$ cat config.mk
export PLATFORM = sky130hd
export DESIGN_NAME = ddr2_power_ctrl
export DESIGN_NICKNAME = d
export VERILOG_FILES = /design/src/rtl/ddr2_power_pkg.sv /design/src/rtl/ddr2_power_timer.sv /design/src/rtl/ddr2_power_ctrl.sv
export SDC_FILE = /design/constraint.sdc
export NUM_CORES = 1
export LEC_CHECK = 0
export CAP_MARGIN = 10
export CORE_MARGIN = 2
export CORE_UTILIZATION = 35
export DETAILED_ROUTE_END_ITERATION = 8
export PLACE_DENSITY = 0.49
export SYNTH_ARGS = -nofsm -noshare
export SYNTH_HDL_FRONTEND = slang
export SYNTH_SLANG_ARGS = --single-unit
$ cat constraint.sdc
create_clock -name clk -period 2.8 [get_ports clk]
set_input_delay 0.56 -clock clk [delete_from_list [all_inputs] [get_ports clk]]
set_output_delay 0.56 -clock clk [all_outputs]
set_load 0.05 [all_outputs]
$ cat src/rtl/ddr2_power_pkg.sv
// ddr2_power_pkg: shared state encoding, command encodings and timer width for the DDR2 power controller.
package ddr2_power_pkg;
    localparam int TIMER_W = 8;
    typedef enum logic [2:0] {
        ST_ACTIVE,
        ST_HOLD,
        ST_PD_ENTER,
        ST_PD,
        ST_PD_EXIT,
        ST_SR_CMD,
        ST_SR,
        ST_SR_EXIT
    } pwr_state_e;
    // {cs#, ras#, cas#, we#}
    localparam logic [3:0] CMD_NOP = 4'b0111;
    localparam logic [3:0] CMD_REF = 4'b0001;
    localparam logic [3:0] CMD_DES = 4'b1111;
endpackage

$ cat src/rtl/ddr2_power_timer.sv
// ddr2_power_timer: loadable down-counter that holds at zero.
//   clk, reset   : clock, synchronous active-high reset
//   load, value  : load value into the counter this cycle
//   done         : counter is zero
module ddr2_power_timer
    import ddr2_power_pkg::*;
(
    input  logic               clk,
    input  logic               reset,
    input  logic               load,
    input  logic [TIMER_W-1:0] value,
    output logic               done
);
    logic [TIMER_W-1:0] cnt;
    always_ff @(posedge clk)
        if (reset) cnt <= '0;
        else if (load) cnt <= value;
        else if (cnt != '0) cnt <= cnt - 1'b1;
    assign done = cnt == '0;
endmodule

$ cat src/rtl/ddr2_power_ctrl.sv
// ddr2_power_ctrl: sequences DDR2 precharge power-down and self-refresh via CKE.
//   clk, reset                      : clock, synchronous active-high reset
//   eng_idle, pd_en, sr_req, wake_req: engine status and power requests
//   eng_hold, bus_own               : engine stall and pad-mux select
//   cke_pad .. webar_pad            : DRAM CKE and command pins
//   pd_active, sr_active            : low-power status
module ddr2_power_ctrl
    import ddr2_power_pkg::*;
#(
    parameter int unsigned IDLE_THRESH = 16,
    parameter int unsigned T_CKE       = 3,
    parameter int unsigned T_XP        = 2,
    parameter int unsigned T_XSNR      = 140
) (
    input  logic clk,
    input  logic reset,
    input  logic eng_idle,
    input  logic pd_en,
    input  logic sr_req,
    input  logic wake_req,
    output logic eng_hold,
    output logic bus_own,
    output logic cke_pad,
    output logic csbar_pad,
    output logic rasbar_pad,
    output logic casbar_pad,
    output logic webar_pad,
    output logic pd_active,
    output logic sr_active
);
    localparam logic [TIMER_W-1:0] IDLE_LAST = TIMER_W'(IDLE_THRESH - 1);
    localparam logic [TIMER_W-1:0] CKE_LOAD  = TIMER_W'(T_CKE - 1);
    localparam logic [TIMER_W-1:0] XP_LOAD   = TIMER_W'(T_XP - 1);
    localparam logic [TIMER_W-1:0] XSNR_LOAD = TIMER_W'(T_XSNR - 1);

    pwr_state_e         state, next;
    logic               tgt_sr, tgt_sr_next;
    logic [TIMER_W-1:0] idle_cnt;
    logic               tmr_load, tmr_done;
    logic [TIMER_W-1:0] tmr_value;

    // Every state change reloads the timer; only the timed states care about the value.
    assign tmr_load  = next != state;
    assign tmr_value = next == ST_PD_EXIT ? XP_LOAD : next == ST_SR_EXIT ? XSNR_LOAD : CKE_LOAD;

    ddr2_power_timer u_timer (
        .clk   (clk),
        .reset (reset),
        .load  (tmr_load),
        .value (tmr_value),
        .done  (tmr_done)
    );

    always_ff @(posedge clk) begin
        if (reset) begin
            state  <= ST_ACTIVE;
            tgt_sr <= 1'b0;
        end else begin
            state  <= next;
            tgt_sr <= tgt_sr_next;
        end
    end

    always_ff @(posedge clk)
        if (reset || !(state == ST_ACTIVE && eng_idle && pd_en)) idle_cnt <= '0;
        else if (idle_cnt != '1) idle_cnt <= idle_cnt + 1'b1;

    always_comb begin
        next        = state;
        tgt_sr_next = tgt_sr;
        case (state)
            ST_ACTIVE:
                if (sr_req && eng_idle) begin
                    next        = ST_HOLD;
                    tgt_sr_next = 1'b1;
                end else if (idle_cnt == IDLE_LAST && eng_idle && !wake_req) begin
                    next        = ST_HOLD;
                    tgt_sr_next = 1'b0;
                end
            ST_HOLD:     next = !eng_idle ? ST_ACTIVE : tgt_sr ? ST_SR_CMD : ST_PD_ENTER;
            ST_PD_ENTER: next = ST_PD;
            ST_PD:       next = tmr_done && (wake_req || sr_req || !pd_en) ? ST_PD_EXIT : ST_PD;
            ST_PD_EXIT:  next = tmr_done ? ST_ACTIVE : ST_PD_EXIT;
            ST_SR_CMD:   next = ST_SR;
            ST_SR:       next = tmr_done && !sr_req ? ST_SR_EXIT : ST_SR;
            ST_SR_EXIT:  next = tmr_done ? ST_ACTIVE : ST_SR_EXIT;
            default:     next = ST_ACTIVE;
        endcase
    end

    // Outputs are registered decodes of the current state, so they trail it by one cycle.
    always_ff @(posedge clk) begin
        if (reset) begin
            cke_pad                                        <= 1'b1;
            {csbar_pad, rasbar_pad, casbar_pad, webar_pad} <= CMD_DES;
            eng_hold                                       <= 1'b0;
            bus_own                                        <= 1'b0;
            pd_active                                      <= 1'b0;
            sr_active                                      <= 1'b0;
        end else begin
            cke_pad                                        <= !(state inside {ST_PD_ENTER, ST_PD, ST_SR});
            {csbar_pad, rasbar_pad, casbar_pad, webar_pad} <= state == ST_SR_CMD ? CMD_REF :
                                                              state inside {ST_HOLD, ST_PD_EXIT, ST_SR_EXIT} ? CMD_NOP : CMD_DES;
            eng_hold                                       <= state != ST_ACTIVE;
            bus_own                                        <= state != ST_ACTIVE;
            pd_active                                      <= state inside {ST_PD_ENTER, ST_PD};
            sr_active                                      <= state inside {ST_SR_CMD, ST_SR, ST_SR_EXIT};
        end
    end
endmodule

Word-level counts from Yosys, hierarchy flattened
Cells that the tools add are included.

storage, ports and cells
  logic and storage cells = 70
  bits in registers = 28
  output and inout bits = 9
  input bits = 6

operators by class
  muxes and demuxes = 17
  eq/ne operators = 12
  reductions and logical operators = 27
  add/sub/neg operators = 2

operators with widths
  cell                                                                 number
  8-bit two-way mux                                                    4
  3-bit one-hot mux with 8 select lines                                1
  3-bit two-way mux                                                    7
  3-bit == test (second input constant)                                6
  3-bit nonzero test                                                   4
  8-bit by 1-bit adder with 8-bit output (second input constant)       1
  8-bit by 4-bit == test with 1-bit output (second input constant)     1
  8-bit logical NOT                                                    1
  4-bit two-way mux                                                    2
  8-bit != test (second input constant)                                1
  8-bit nonzero test                                                   1
  8-bit by 1-bit subtractor with 8-bit output (second input constant)  1
  1-bit logical AND                                                    7
  3-bit by 2-bit == test with 1-bit output (second input constant)     2
  2-bit nonzero test                                                   3
  1-bit logical NOT                                                    5
  3-bit by 1-bit == test with 1-bit output (second input constant)     1
  3-bit logical NOT                                                    1
  1-bit logical OR                                                     3
  1-bit two-way mux                                                    3
  3-bit != test                                                        1
  2-bit AND reduction                                                  1
  2-bit OR reduction                                                   1

Logic depth before layout (Yosys ltp)
  depth in word-level cells = 10
  depth in mapped cells = 9
  mapped depth without buffers = 8

By module
From an unflattened synthesis, not the netlist that was laid out.

unflattened totals
  cell total of the unflattened synthesis = 166
  area, all modules = 1430.1 um2

by module, submodules not included
  module            cells an instance  area each (um2)  instances
  ddr2_power_ctrl   113                954.7            1
  ddr2_power_timer  53                 475.5            1

Worst setup path after synthesis
OpenSTA, ideal clock, no wires.

  path kind = reg2reg
  start = register u_timer.cnt[0]
  end = register u_timer.cnt[3]
  path slack = 0.773 ns
  setup time = 0.086 ns
  arrival = 1.941 ns
  path buffers = 1
  cell stages (with the launch flop) = 10
  path through = dfxtp_1 inv_1 ha_1 nor3b_2 and2_4 buf_12 o221ai_1 nor4_4 or2_1 a221oi_2

between the ends
  word-level cells in the longest chain between the ends = 8
  elaborated cells on any way between the ends = 18
  classes of those cells = add/sub: 1; eq/ne: 3; mux: 9; reduce/logical: 5

RTL lines
  element                                                 line                                          text
  from (decl)                                             ddr2_power_timer.sv:14                        logic [TIMER_W-1:0] cnt;
  from (signal assigned)                                  ddr2_power_timer.sv:17                        else if (load) cnt <= value;
  from (signal assigned)                                  ddr2_power_timer.sv:18                        else if (cnt != '0) cnt <= cnt - 1'b1;
  8-bit logical NOT                                       ddr2_power_timer.sv:19                        assign done = cnt == '0;
  1-bit logical AND (on tied branches)                    ddr2_power_ctrl.sv:85, ddr2_power_ctrl.sv:82
  1-bit two-way mux or 3-bit two-way mux (tied branches)  ddr2_power_ctrl.sv:85, ddr2_power_ctrl.sv:82
  3-bit one-hot mux with 8 select lines                   ddr2_power_ctrl.sv:71                         case (state)
  3-bit == test                                           ddr2_power_ctrl.sv:44                         assign tmr_value = next == ST_PD_EXIT ? XP_LOAD : next == ST_SR_EXIT ? XSNR_LOAD : CKE_LOAD;
  8-bit two-way mux (2 in series)                         ddr2_power_ctrl.sv:44
  8-bit two-way mux                                       ddr2_power_timer.sv:17

Parallel ways exist; a longest one is shown, timed or not. The select of a mux whose other input is x is not followed.
A chain may end at the register's enable or synchronous reset.

Worst setup path in the final report
Ends and elaborated chain as after synthesis.

==> flow_metrics.py <==
metrics = {
    "run_status": {
        "outcome": "completed",
    },
    "synth": {
        "synthesis.area_sq_um": 1510,
        "synth_edf_count": 0,
        "yosysTopAreaCell": "dfxtp_1",
        "synth_nets": 175,
        "synth_cell_types": 55,
        "synth_seq_area_share_pct": 34.5,
        "ys_ff_latch": 26,
        "syn-instance-count": 166,
        "synth-async-reset-ratio_pct": 0,
        "synth_top_area_share_pct": 34.5,
        "avgSynthCellArea_sq_um": 9.10,
        "yosys_warnings": 0,
        "synth_area_leaders": "dfxtp_1, nor2_1, nor3_1, xor2_1, nor4_4",
        "synthFlopType": "dfxtp_1",
    },
    "timing": {
        "finalCriticalPeriod_ns": 2.37,
        "clock_skew_ns": 0.00437,
        "drv_slew": 0,
        "period_share_pct": 84.6,
        "tightest_slew_ns": 0.602,
        "hold_slack_ns": 0.489,
        "fmax_ghz": 0.422,
        "hold_viol_final": 0,
        "setup_viol": 0,
        "fin_tns_setup_ns": 0,
        "slew-limit-headroom_pct": 59.8,
        "rsz0062_at_grt": "no",
    },
    "cts": {
        "htreeDepth": 1,
        "worstSkewPairLatency_ns": 0.27,
        "cts_setup_buffers": 0,
        "cts_sinks": 26,
        "cts_buffers": 3,
        "cts-root-buf": "clkbuf_8",
        "post_cts_resized": 0,
        "clk_path_buf_depth": 2,
        "hold_buffers": 0,
        "cts_tree": "yes",
        "path_clk_slew_ns": 0.09,
    },
    "finish": {
        "antenna_cells": 0,
        "area_growth_pct": 11.8,
        "utilization_pct": 41.3,
        "layout_common_cells": "dfxtp_1, nor2_1, clkdlybuf4s50_1",
        "layout_commonest_cell": "dfxtp_1",
        "drive_gt1_share_pct": 13.1,
        "fin_nets": 185,
        "postLayoutCellArea_sq_um": 1690,
    },
    "power_and_ir_drop": {
        "p_sw_mw": 0.464,
        "power.share.combinational_pct": 39.8,
        "vdd_drop_max_mv": 0.264,
        "leakage_nw": 0.631,
        "p_int_mw": 0.835,
        "powerDensity_nw_per_um2": 769,
        "power.share.clock_pct": 23.9,
        "sequentialPowerShare_pct": 36.3,
        "p_sw_share_pct": 35.7,
    },
    "placement": {
        "hpwlAfterDp_um": 2360,
        "io_buffers": 13,
        "place_congestion": 0.772,
        "place_area_sq_um": 1620,
    },
    "worst_setup_path": {
        "cp-start-kind": "flip-flop",
        "crit_type": "flip-flop to flip-flop",
        "crit_arrival_ns": 2.56,
        "cp.required_ns": 2.99,
        "cp_max_fo": 5,
        "worst_setup_path_end_kind": "flip-flop",
    },
    "grt": {
        "grt_pass1_wl_um": 5510,
        "grt_pass1_vias": 1202,
        "grt_overflow": 0,
        "antenna_found_initial": 0,
        "grt_max_degree": 18,
        "track_usage_pct": 13.6,
    },
    "worst_hold_path": {
        "hold_class": "flip-flop to flip-flop",
    },
    "detailed_routing": {
        "drtPass1Iterations": 4,
        "dr.first_iter.drc_count": 68,
        "drc": 0,
        "wl_um": 3080,
        "vias": 1200,
        "highest_layer": "met4",
        "ant_nets": 0,
        "wl_met1_um": 1380,
        "wire_per_inst_um": 13.7,
        "met2_wirelength_um": 1590,
        "vias_per_cell": 5.33,
        "dr_wl_met3_um": 86,
    },
    "die": {
        "rows": 23,
        "initial_utilization_pct": 37.0,
        "die_w_um": 69.7,
        "die_area_sq_um": 4860,
        "core_area_sq_um": 4090,
        "die_y_um": 69.7,
        "ios": 15,
    },
    "job": {
        "drv_cap": 0,
    },
}
-- critical path, stage by stage, from the launching register on --
cell	delay (ns)
dfxtp_1	0.34
inv_1	0.12
ha_1	0.19
nor3b_2	0.40
nand2_2	0.17
o41ai_4	0.41
nor4_4	0.10
or2_1	0.27
a221oi_2	0.27
-- cell usage after synthesis, types with 3 or more instances --
cell,n
ha_1,3
nand3b_1,3
a21oi_1,6
xor2_1,5
dfxtp_1,26
nand2b_1,3
nand4_1,3
nand3_1,6
nand2_1,11
and3_1,3
o21ai_0,5
nor3_1,10
nor2b_1,3
buf_6,3
nor2_1,17
inv_1,5
a31oi_1,5
buf_4,4
-- per-stage QoR --
step / setup WS [ns] / power [mW] / std cells
finish: 0.433 / 1.30 / 225
global route: 0.250 / 1.40 / 225
CTS: 0.434 / 1.31 / 225
detailed placement: 0.204 / 0.993 / 221
global placement: 0.282 / 0.982 / 221
floorplan: 0.773 / 0.939 / 166
-- layer usage --
layer	vias up	global-route usage (%)
met5	-	0
met4	0	3.21
met3	5	3.05
met2	19	24.6
met1	565	16.3
li1	611	-
-- power groups by stage --
| stage | Clock, mW | Sequential [mW] | Combinational [mW] |
|---|---|---|---|
| floorplan | 0 | 0.468 | 0.471 |
| global placement | 0 | 0.477 | 0.504 |
| detailed placement | 0 | 0.478 | 0.514 |
| CTS | 0.325 | 0.470 | 0.519 |
| global route | 0.339 | 0.480 | 0.580 |
| finish | 0.311 | 0.471 | 0.517 |
-- final cells by class --
type,count,area [sq um]
fill,411,2400
multi-input combinational,124,863
sequential,26,520
timing repair buffer,16,153
tap,50,62.6
clock buffer,3,41.3
clock inverter,1,30.0
inverter,5,18.8
-- sequential cells by signal, indices dropped and copies added, names as in the netlist --
name,cells
idle_cnt,8
rasbar_pad,1
tgt_sr,1
state,3
bus_own,1
u_timer.cnt,8
pd_active,1
cke_pad,1
csbar_pad,1
sr_active,1
-- cell families (layout without fill, tap and decap cells) --
group | after synthesis | in the layout | synth area share [%]
compound gates | 36 | 36 | 19.2
xor+xnor | 7 | 7 | 4.06
fa+ha+maj | 4 | 4 | 3.15
buf+inv | 16 | 25 | 8.37
flops | 26 | 26 | 34.5
mux | 3 | 3 | 2.07
other cells | 1 | 1 | 0.248
simple gates | 73 | 73 | 28.4
-- final timing paths --
| kind | depth (start not counted) | slack [ns] | startpoint | endpoint |
|---|---|---|---|---|
| max | 8 | 0.43 | u_timer.cnt[0]$_SDFFE_PP0P_ | u_timer.cnt[3]$_SDFFE_PP0P_ |
| min reg2reg | 1 | 0.49 | idle_cnt[2]$_SDFFE_PP0P_ | idle_cnt[2]$_SDFFE_PP0P_ |
| min | 1 | 0.49 | idle_cnt[2]$_SDFFE_PP0P_ | idle_cnt[2]$_SDFFE_PP0P_ |
| max reg2reg | 8 | 0.43 | u_timer.cnt[0]$_SDFFE_PP0P_ | u_timer.cnt[3]$_SDFFE_PP0P_ |
Note: power is estimated with default switching activity, not from simulation.
